==> config.mk <==
export PLATFORM = sky130hd
export DESIGN_NAME = multicycle_control_flat
export DESIGN_NICKNAME = d
export VERILOG_FILES = /design/src/rtl/multicycle_control_if.sv /design/src/rtl/multicycle_control.sv /design/src/flat_wrapper.sv
export SDC_FILE = /design/constraint.sdc
export NUM_CORES = 1
export LEC_CHECK = 0
export CORE_MARGIN = 5
export CORE_UTILIZATION = 42
export CTS_BUF_LIST = sky130_fd_sc_hd__clkbuf_2
export DETAILED_ROUTE_END_ITERATION = 10
export PLACE_DENSITY = 0.88
export SETUP_SLACK_MARGIN = 0.1
export SLEW_MARGIN = 20
export SYNTH_ARGS = -nofsm -noshare
export SYNTH_HDL_FRONTEND = slang
export SYNTH_SLANG_ARGS = --single-unit
==> constraint.sdc <==
create_clock -name Clk -period 4.8 [get_ports Clk]
set_input_delay 1.44 -clock Clk [delete_from_list [all_inputs] [get_ports Clk]]
set_output_delay 1.44 -clock Clk [all_outputs]
set_load 0.005 [all_outputs]
==> src/rtl/multicycle_control_if.sv <==
// Control bus between the multicycle CPU controller and its datapath.
// The master side (the controller) receives the instruction fields and the
// ALU zero flag, and drives every datapath enable/select plus the debug
// state code. The slave side is the datapath view of the same signals.
interface multicycle_control_if;
  logic [5:0] Opcode;
  logic [5:0] Funct;
  logic       Zero;
  logic       PCWrite, IRWrite, ABWrite, MemWrite, RegWrite;
  logic       IorD;
  logic       ALUSrcA;
  logic [1:0] ALUSrcB;
  logic       ExtZero;
  logic [2:0] ALUOp;
  logic [1:0] PCSrc;
  logic [1:0] RegDst;
  logic [1:0] MemToReg;
  logic       InstrDone;
  logic       IllegalOp;
  logic [3:0] State;

  modport master (
    input  Opcode, Funct, Zero,
    output PCWrite, IRWrite, ABWrite, MemWrite, RegWrite, IorD, ALUSrcA,
           ALUSrcB, ExtZero, ALUOp, PCSrc, RegDst, MemToReg, InstrDone,
           IllegalOp, State
  );

  modport slave (
    output Opcode, Funct, Zero,
    input  PCWrite, IRWrite, ABWrite, MemWrite, RegWrite, IorD, ALUSrcA,
           ALUSrcB, ExtZero, ALUOp, PCSrc, RegDst, MemToReg, InstrDone,
           IllegalOp, State
  );
endinterface

==> src/rtl/multicycle_control.sv <==
// Main control FSM of the multicycle CPU (MIPS subset).
// Ports:
//   Clk     - clock, state advances on the rising edge
//   Reset_n - asynchronous active-low reset, forces FETCH and kills enables
//   bus     - master side of multicycle_control_if: Opcode/Funct/Zero in,
//             datapath enables, mux selects, InstrDone/IllegalOp/State out.
// Only the state is registered; every output decodes combinationally from
// the state, Opcode, Funct and Zero.
module multicycle_control (
  input  logic                       Clk,
  input  logic                       Reset_n,
  multicycle_control_if.master       bus
);
  typedef enum logic [3:0] {
    S_FETCH     = 4'd0,  S_DECODE   = 4'd1,  S_EXEC_R  = 4'd2,
    S_EXEC_I    = 4'd3,  S_MEM_ADDR = 4'd4,  S_MEM_READ = 4'd5,
    S_MEM_WRITE = 4'd6,  S_WB_ALU   = 4'd7,  S_WB_MEM  = 4'd8,
    S_BRANCH    = 4'd9,  S_JUMP     = 4'd10, S_JAL     = 4'd11,
    S_JR        = 4'd12
  } state_e;

  localparam logic [5:0] OP_R = 6'h00, OP_J = 6'h02, OP_JAL = 6'h03,
                         OP_BNE = 6'h05, OP_ADDI = 6'h08, OP_XORI = 6'h0E,
                         OP_LW = 6'h23, OP_SW = 6'h2B;
  localparam logic [5:0] FN_JR = 6'h08, FN_ADD = 6'h20, FN_SUB = 6'h22,
                         FN_SLT = 6'h2A;
  localparam logic [2:0] ALU_ADD = 3'b000, ALU_SUB = 3'b001,
                         ALU_XOR = 3'b010, ALU_SLT = 3'b011;

  state_e state_q, state_d;

  logic       pc_write, ir_write, ab_write, mem_write, reg_write;
  logic       iord, alu_src_a, ext_zero, instr_done, illegal_op;
  logic [1:0] alu_src_b, pc_src, reg_dst, mem_to_reg;
  logic [2:0] alu_op;

  logic is_r, r_alu, r_jr;
  assign is_r  = (bus.Opcode == OP_R);
  assign r_alu = is_r && (bus.Funct == FN_ADD || bus.Funct == FN_SUB ||
                          bus.Funct == FN_SLT);
  assign r_jr  = is_r && (bus.Funct == FN_JR);

  always_ff @(posedge Clk or negedge Reset_n) begin
    if (!Reset_n) state_q <= S_FETCH;
    else          state_q <= state_d;
  end

  always_comb begin
    state_d    = S_FETCH;
    pc_write   = 1'b0;
    ir_write   = 1'b0;
    ab_write   = 1'b0;
    mem_write  = 1'b0;
    reg_write  = 1'b0;
    iord       = 1'b0;
    alu_src_a  = 1'b0;
    alu_src_b  = 2'b00;
    ext_zero   = 1'b0;
    alu_op     = ALU_ADD;
    pc_src     = 2'b00;
    reg_dst    = 2'b00;
    mem_to_reg = 2'b00;
    instr_done = 1'b0;
    illegal_op = 1'b0;
    case (state_q)
      S_FETCH: begin
        ir_write  = 1'b1;
        alu_src_b = 2'b01;
        pc_write  = 1'b1;
        state_d   = S_DECODE;
      end
      S_DECODE: begin
        // Branch target is computed speculatively into ALUOut here.
        ab_write  = 1'b1;
        alu_src_b = 2'b11;
        if (r_alu)     state_d = S_EXEC_R;
        else if (r_jr) state_d = S_JR;
        else begin
          case (bus.Opcode)
            OP_ADDI, OP_XORI: state_d = S_EXEC_I;
            OP_LW, OP_SW:     state_d = S_MEM_ADDR;
            OP_BNE:           state_d = S_BRANCH;
            OP_J:             state_d = S_JUMP;
            OP_JAL:           state_d = S_JAL;
            default: begin
              // Also catches R-type with an unsupported funct.
              illegal_op = 1'b1;
              instr_done = 1'b1;
              state_d    = S_FETCH;
            end
          endcase
        end
      end
      S_EXEC_R: begin
        alu_src_a = 1'b1;
        case (bus.Funct)
          FN_SUB:  alu_op = ALU_SUB;
          FN_SLT:  alu_op = ALU_SLT;
          default: alu_op = ALU_ADD;
        endcase
        state_d = S_WB_ALU;
      end
      S_EXEC_I: begin
        alu_src_a = 1'b1;
        alu_src_b = 2'b10;
        if (bus.Opcode == OP_XORI) begin
          alu_op   = ALU_XOR;
          ext_zero = 1'b1;
        end
        state_d = S_WB_ALU;
      end
      S_WB_ALU: begin
        reg_write  = 1'b1;
        reg_dst    = is_r ? 2'b01 : 2'b00;
        instr_done = 1'b1;
      end
      S_MEM_ADDR: begin
        alu_src_a = 1'b1;
        alu_src_b = 2'b10;
        state_d   = (bus.Opcode == OP_LW) ? S_MEM_READ : S_MEM_WRITE;
      end
      S_MEM_READ: begin
        iord    = 1'b1;
        state_d = S_WB_MEM;
      end
      S_WB_MEM: begin
        reg_write  = 1'b1;
        mem_to_reg = 2'b01;
        instr_done = 1'b1;
      end
      S_MEM_WRITE: begin
        iord       = 1'b1;
        mem_write  = 1'b1;
        instr_done = 1'b1;
      end
      S_BRANCH: begin
        alu_src_a  = 1'b1;
        alu_op     = ALU_SUB;
        pc_src     = 2'b01;
        pc_write   = ~bus.Zero;
        instr_done = 1'b1;
      end
      S_JUMP: begin
        pc_src     = 2'b10;
        pc_write   = 1'b1;
        instr_done = 1'b1;
      end
      S_JAL: begin
        // PC already holds PC+4, so it is the link value written to $31.
        pc_src     = 2'b10;
        pc_write   = 1'b1;
        reg_write  = 1'b1;
        reg_dst    = 2'b10;
        mem_to_reg = 2'b10;
        instr_done = 1'b1;
      end
      S_JR: begin
        pc_src     = 2'b11;
        pc_write   = 1'b1;
        instr_done = 1'b1;
      end
      default: state_d = S_FETCH;
    endcase
  end

  // Enables and status are gated by reset so nothing fires while it is held;
  // selects already show FETCH values because the state resets asynchronously.
  assign bus.PCWrite   = pc_write   & Reset_n;
  assign bus.IRWrite   = ir_write   & Reset_n;
  assign bus.ABWrite   = ab_write   & Reset_n;
  assign bus.MemWrite  = mem_write  & Reset_n;
  assign bus.RegWrite  = reg_write  & Reset_n;
  assign bus.InstrDone = instr_done & Reset_n;
  assign bus.IllegalOp = illegal_op & Reset_n;
  assign bus.IorD      = iord;
  assign bus.ALUSrcA   = alu_src_a;
  assign bus.ALUSrcB   = alu_src_b;
  assign bus.ExtZero   = ext_zero;
  assign bus.ALUOp     = alu_op;
  assign bus.PCSrc     = pc_src;
  assign bus.RegDst    = reg_dst;
  assign bus.MemToReg  = mem_to_reg;
  assign bus.State     = state_q;
endmodule

==> src/flat_wrapper.sv <==
// flat-port wrapper written by rule: the top's interface ports become plain ports
module multicycle_control_flat 
  (Clk, Reset_n, bus_Opcode, bus_Funct, bus_Zero, bus_PCWrite, bus_IRWrite, bus_ABWrite, bus_MemWrite, bus_RegWrite, bus_IorD, bus_ALUSrcA, bus_ALUSrcB, bus_ExtZero, bus_ALUOp, bus_PCSrc, bus_RegDst, bus_MemToReg, bus_InstrDone, bus_IllegalOp, bus_State);
  multicycle_control_if bus_i ();
  input  logic Clk;
  input  logic Reset_n;
  input wire logic [$bits(bus_i.Opcode)-1:0] bus_Opcode;
  input wire logic [$bits(bus_i.Funct)-1:0] bus_Funct;
  input wire logic [$bits(bus_i.Zero)-1:0] bus_Zero;
  output wire logic [$bits(bus_i.PCWrite)-1:0] bus_PCWrite;
  output wire logic [$bits(bus_i.IRWrite)-1:0] bus_IRWrite;
  output wire logic [$bits(bus_i.ABWrite)-1:0] bus_ABWrite;
  output wire logic [$bits(bus_i.MemWrite)-1:0] bus_MemWrite;
  output wire logic [$bits(bus_i.RegWrite)-1:0] bus_RegWrite;
  output wire logic [$bits(bus_i.IorD)-1:0] bus_IorD;
  output wire logic [$bits(bus_i.ALUSrcA)-1:0] bus_ALUSrcA;
  output wire logic [$bits(bus_i.ALUSrcB)-1:0] bus_ALUSrcB;
  output wire logic [$bits(bus_i.ExtZero)-1:0] bus_ExtZero;
  output wire logic [$bits(bus_i.ALUOp)-1:0] bus_ALUOp;
  output wire logic [$bits(bus_i.PCSrc)-1:0] bus_PCSrc;
  output wire logic [$bits(bus_i.RegDst)-1:0] bus_RegDst;
  output wire logic [$bits(bus_i.MemToReg)-1:0] bus_MemToReg;
  output wire logic [$bits(bus_i.InstrDone)-1:0] bus_InstrDone;
  output wire logic [$bits(bus_i.IllegalOp)-1:0] bus_IllegalOp;
  output wire logic [$bits(bus_i.State)-1:0] bus_State;
  assign bus_i.Opcode = bus_Opcode;
  assign bus_i.Funct = bus_Funct;
  assign bus_i.Zero = bus_Zero;
  assign bus_PCWrite = bus_i.PCWrite;
  assign bus_IRWrite = bus_i.IRWrite;
  assign bus_ABWrite = bus_i.ABWrite;
  assign bus_MemWrite = bus_i.MemWrite;
  assign bus_RegWrite = bus_i.RegWrite;
  assign bus_IorD = bus_i.IorD;
  assign bus_ALUSrcA = bus_i.ALUSrcA;
  assign bus_ALUSrcB = bus_i.ALUSrcB;
  assign bus_ExtZero = bus_i.ExtZero;
  assign bus_ALUOp = bus_i.ALUOp;
  assign bus_PCSrc = bus_i.PCSrc;
  assign bus_RegDst = bus_i.RegDst;
  assign bus_MemToReg = bus_i.MemToReg;
  assign bus_InstrDone = bus_i.InstrDone;
  assign bus_IllegalOp = bus_i.IllegalOp;
  assign bus_State = bus_i.State;
  multicycle_control u_core (.Clk(Clk), .Reset_n(Reset_n), .bus(bus_i));
endmodule
==> run metrics <==
Core ar. ~0.0015 mm2; antenna viol nets, final 0; Wirelength per Cell 14.7 um; top post-synthesis cells by area dfrtp_1 15%, nor2_1 6.0%, a21oi_1 5.9%, nand2b_1 5.5%, nand2_1 3.8%; crit path max fanout 2; peak supply drop approximately 0.00036 V; GRT Util Overall a little under a fifth; first-pass GRT wire length 3720 um; sequential fraction of the synthesis area around 15%; Slew HR roughly two thirds; P&R area growth vs syn 67.1%; Worst Slack Setup Final between 0.2 and 0.25 ns; status finished clean; 1st-pass router iterations 4; vias per cell around 5.9; number of cells on the worst hold path 1; Pwr Density between 300 and 400 mW/mm2; Post-route DRC 0; final setup fails 0; Clock Skews 0.00154 ns; nature of the critical path startpoint primary input; Mean Syn Cell Area 6.78 um2; # IOs 40; # rows 14; Clock Latency Late Sink between 0.2 and 0.25 ns; fraction of final layout cells sized beyond drive strength 1 14.5%; Internal between 200 and 250 uW; worst slack, placed -0.0257 ns; Switching Power just under 200 uW; top cell type by total area after synthesis dfrtp_1; Post-synth top cells 11 x nor2_1, 8 x a21oi_1, 7 x nand2_1; EDFF count, synth 0; hold wc startpoint u_core.bus.State[3]; Clock Tree Root clkbuf_2; Hold Path Class flop to flop; Die Height slightly above 50 um; switching share of total power about 45%; initial antenna violation count 0; CP required ~3.4 ns; critical path arrival around 3.2 ns; CTS Buf Count 3; Final Hold Violating Endpoints 0; CTS sink cnt 4; Antenna Cells 0; fill cell total of the finished layout roughly 130; vias ~950; slowest CP cell clkdlybuf4s50_1; htree depth 1; Critical Path Most Common Cell clkdlybuf4s50_1; logic gate share of total power 69.6%; Die ar. roughly 0.0025 mm2; Worst-Margin Slew 0.518 ns; post-DP HPWL roughly 1800 um; Buf/Inv on CP 2; Yosys cell types 45; Largest register FFs 4; CTS clock-pin slew for the worst setup and hold paths roughly 0.050 ns; #FFs+latches synth 4; Syn Nets around 120; CTS Buffer Depth 2; Hold-fix buffers, CTS 0; mapped cell area 684 um2; FF-to-FF setup slack approximately 3.2 ns; final hold slack just under 0.8 ns; pin count of the biggest net entering global routing 19; Post-synth top flop dfrtp_1; CTS tree built; DRT Wirelength 2370 um; Seq pwr share between 20% and 30%; Total Nets Final 162; R2R Path End u_core.bus.State[1]; Max Cap Viol 0; placer congestion estimate 0.897; Hold Path Sink u_core.bus.State[2]; WS Path Type primary input to output port; area fraction of the dominant cell type after synthesis 14.6%; worst r2r src u_core.bus.State[1]; most common cell in the synthesized netlist nor2_1; worst setup path startpoint bus_Funct[0]; Top delay family on crit path buffers and inverters; CP endpoint kind output port; Cell Chain, Critical Path clkdlybuf4s50_1, nor3_1, and4_1, nand3b_1, a21oi_1, clkdlybuf4s50_1; Lkg Pwr 0.000457 uW; share of flip-flops with an asynchronous set or reset 100%; final core utilization ~75%; IO Port Bufs 38; yosys warns 0; Die Wd ~50 um; post-route minimum period approximately 4.6 ns; Syn Inst Count a little over 100; Starting Density approximately 45%; CP peak stage delay 0.52 ns; reg2reg path depth 4; RSZ-0062 raised after global routing no; 1st-iter DRT viols 18; period utilisation layout between 90% and 100%; Slew Limit Fails 0; Clock power frac about 7.3%; Highest Clock Rate ~220 MHz; number of global-route vias before repair 845; total gr overflow 0
worst register-to-register path, cell delays in order, from the launching register on:
cell,delay (ns)
dfrtp_1,0.65
and2b_1,0.31
nand3_1,0.13
a21oi_1,0.07
a311o_1,0.33
power by group through the flow:
stage               registers, uW  clock network, uW  logic [uW]
floorplan                    62.3                  0         188
global placement              100                  0         301
detailed placement            100                  0         309
CTS                          99.4               33.5         306
global route                  109               37.8         338
finish                        102               32.3         308
cell usage in the layout, fill, tap and decap left out, types with 2 or more instances in the layout:
cell | Yosys | layout
dfrtp_1 | 4 | 4
xnor2_1 | 2 | 2
nand2b_1 | 6 | 6
nor2_1 | 11 | 11
nor4_1 | 3 | 3
o22ai_1 | 2 | 2
clkdlybuf4s50_1 | 0 | 34
clkbuf_2 | 0 | 4
dlygate4sd2_1 | 0 | 2
nor3b_1 | 2 | 2
or3_1 | 2 | 2
nor3_1 | 5 | 5
a21oi_1 | 8 | 8
o21ai_0 | 3 | 3
nand2_1 | 7 | 7
nand3_1 | 4 | 4
inv_1 | 2 | 2
buf_4 | 2 | 12
and2_1 | 2 | 2
and3_1 | 2 | 2
nor2b_1 | 3 | 2
through the flow:
stage	std cells	cell area [um2]	TNS [ns]	total power, uW
after detailed placement	157	1120	-0.0257	409
after CTS	161	1140	0	439
after floorplan	101	684	0	250
final	161	1140	0	442
after global placement	157	1120	-0.0221	401
after global routing	161	1140	0	484
layer usage:
| layer | up-vias | track usage, % | routed length, um |
|---|---|---|---|
| li1 | 459 | - | - |
| met1 | 435 | 22.7 | 932 |
| met2 | 51 | 30.5 | 1220 |
| met3 | 2 | 5.62 | 202 |
| met4 | 0 | 5.11 | 9 |
| met5 | - | 0 | 0 |
logic make-up (layout without fill, tap and decap cells):
kind of cell,count (synthesis),count (layout),synth area share (%)
AND/OR/NAND/NOR,57,57,46.8
AO/OA/AOI/OAI,25,25,25.6
flip-flops,4,4,14.6
buffers and inverters,11,55,8.59
other,1,1,0.548
XOR/XNOR,3,3,3.84
repair_timing:
action                                  4_1_cts  5_1_grt
pin swaps                                     1        1
resized for setup                             4        5
endpoints found under the setup margin        4        3
buffers inserted                              1        0
layout make-up:
class	instances	area [um2]	area share, %
Tap cell	16	20.0	1.75
Clock buffer	3	15.0	1.31
Sequential cell	4	100	8.75
Inverter	2	7.51	0.656
Timing Repair Buffer	50	465	40.7
Multi-Input combinational cell	86	536	46.8
how the worst max path moves through the flow:
stage,slack [ns],cells after the start,to
2_1_floorplan,0.91,4,bus_InstrDone
3_3_place_gp,-0.02,6,bus_InstrDone
3_5_place_dp,-0.03,6,bus_InstrDone
4_1_cts,0.12,7,bus_InstrDone
5_1_grt,0.11,7,bus_ALUOp[1]
6_report,0.20,6,bus_ALUOp[0]
Power figures use the tool's default switching activity.
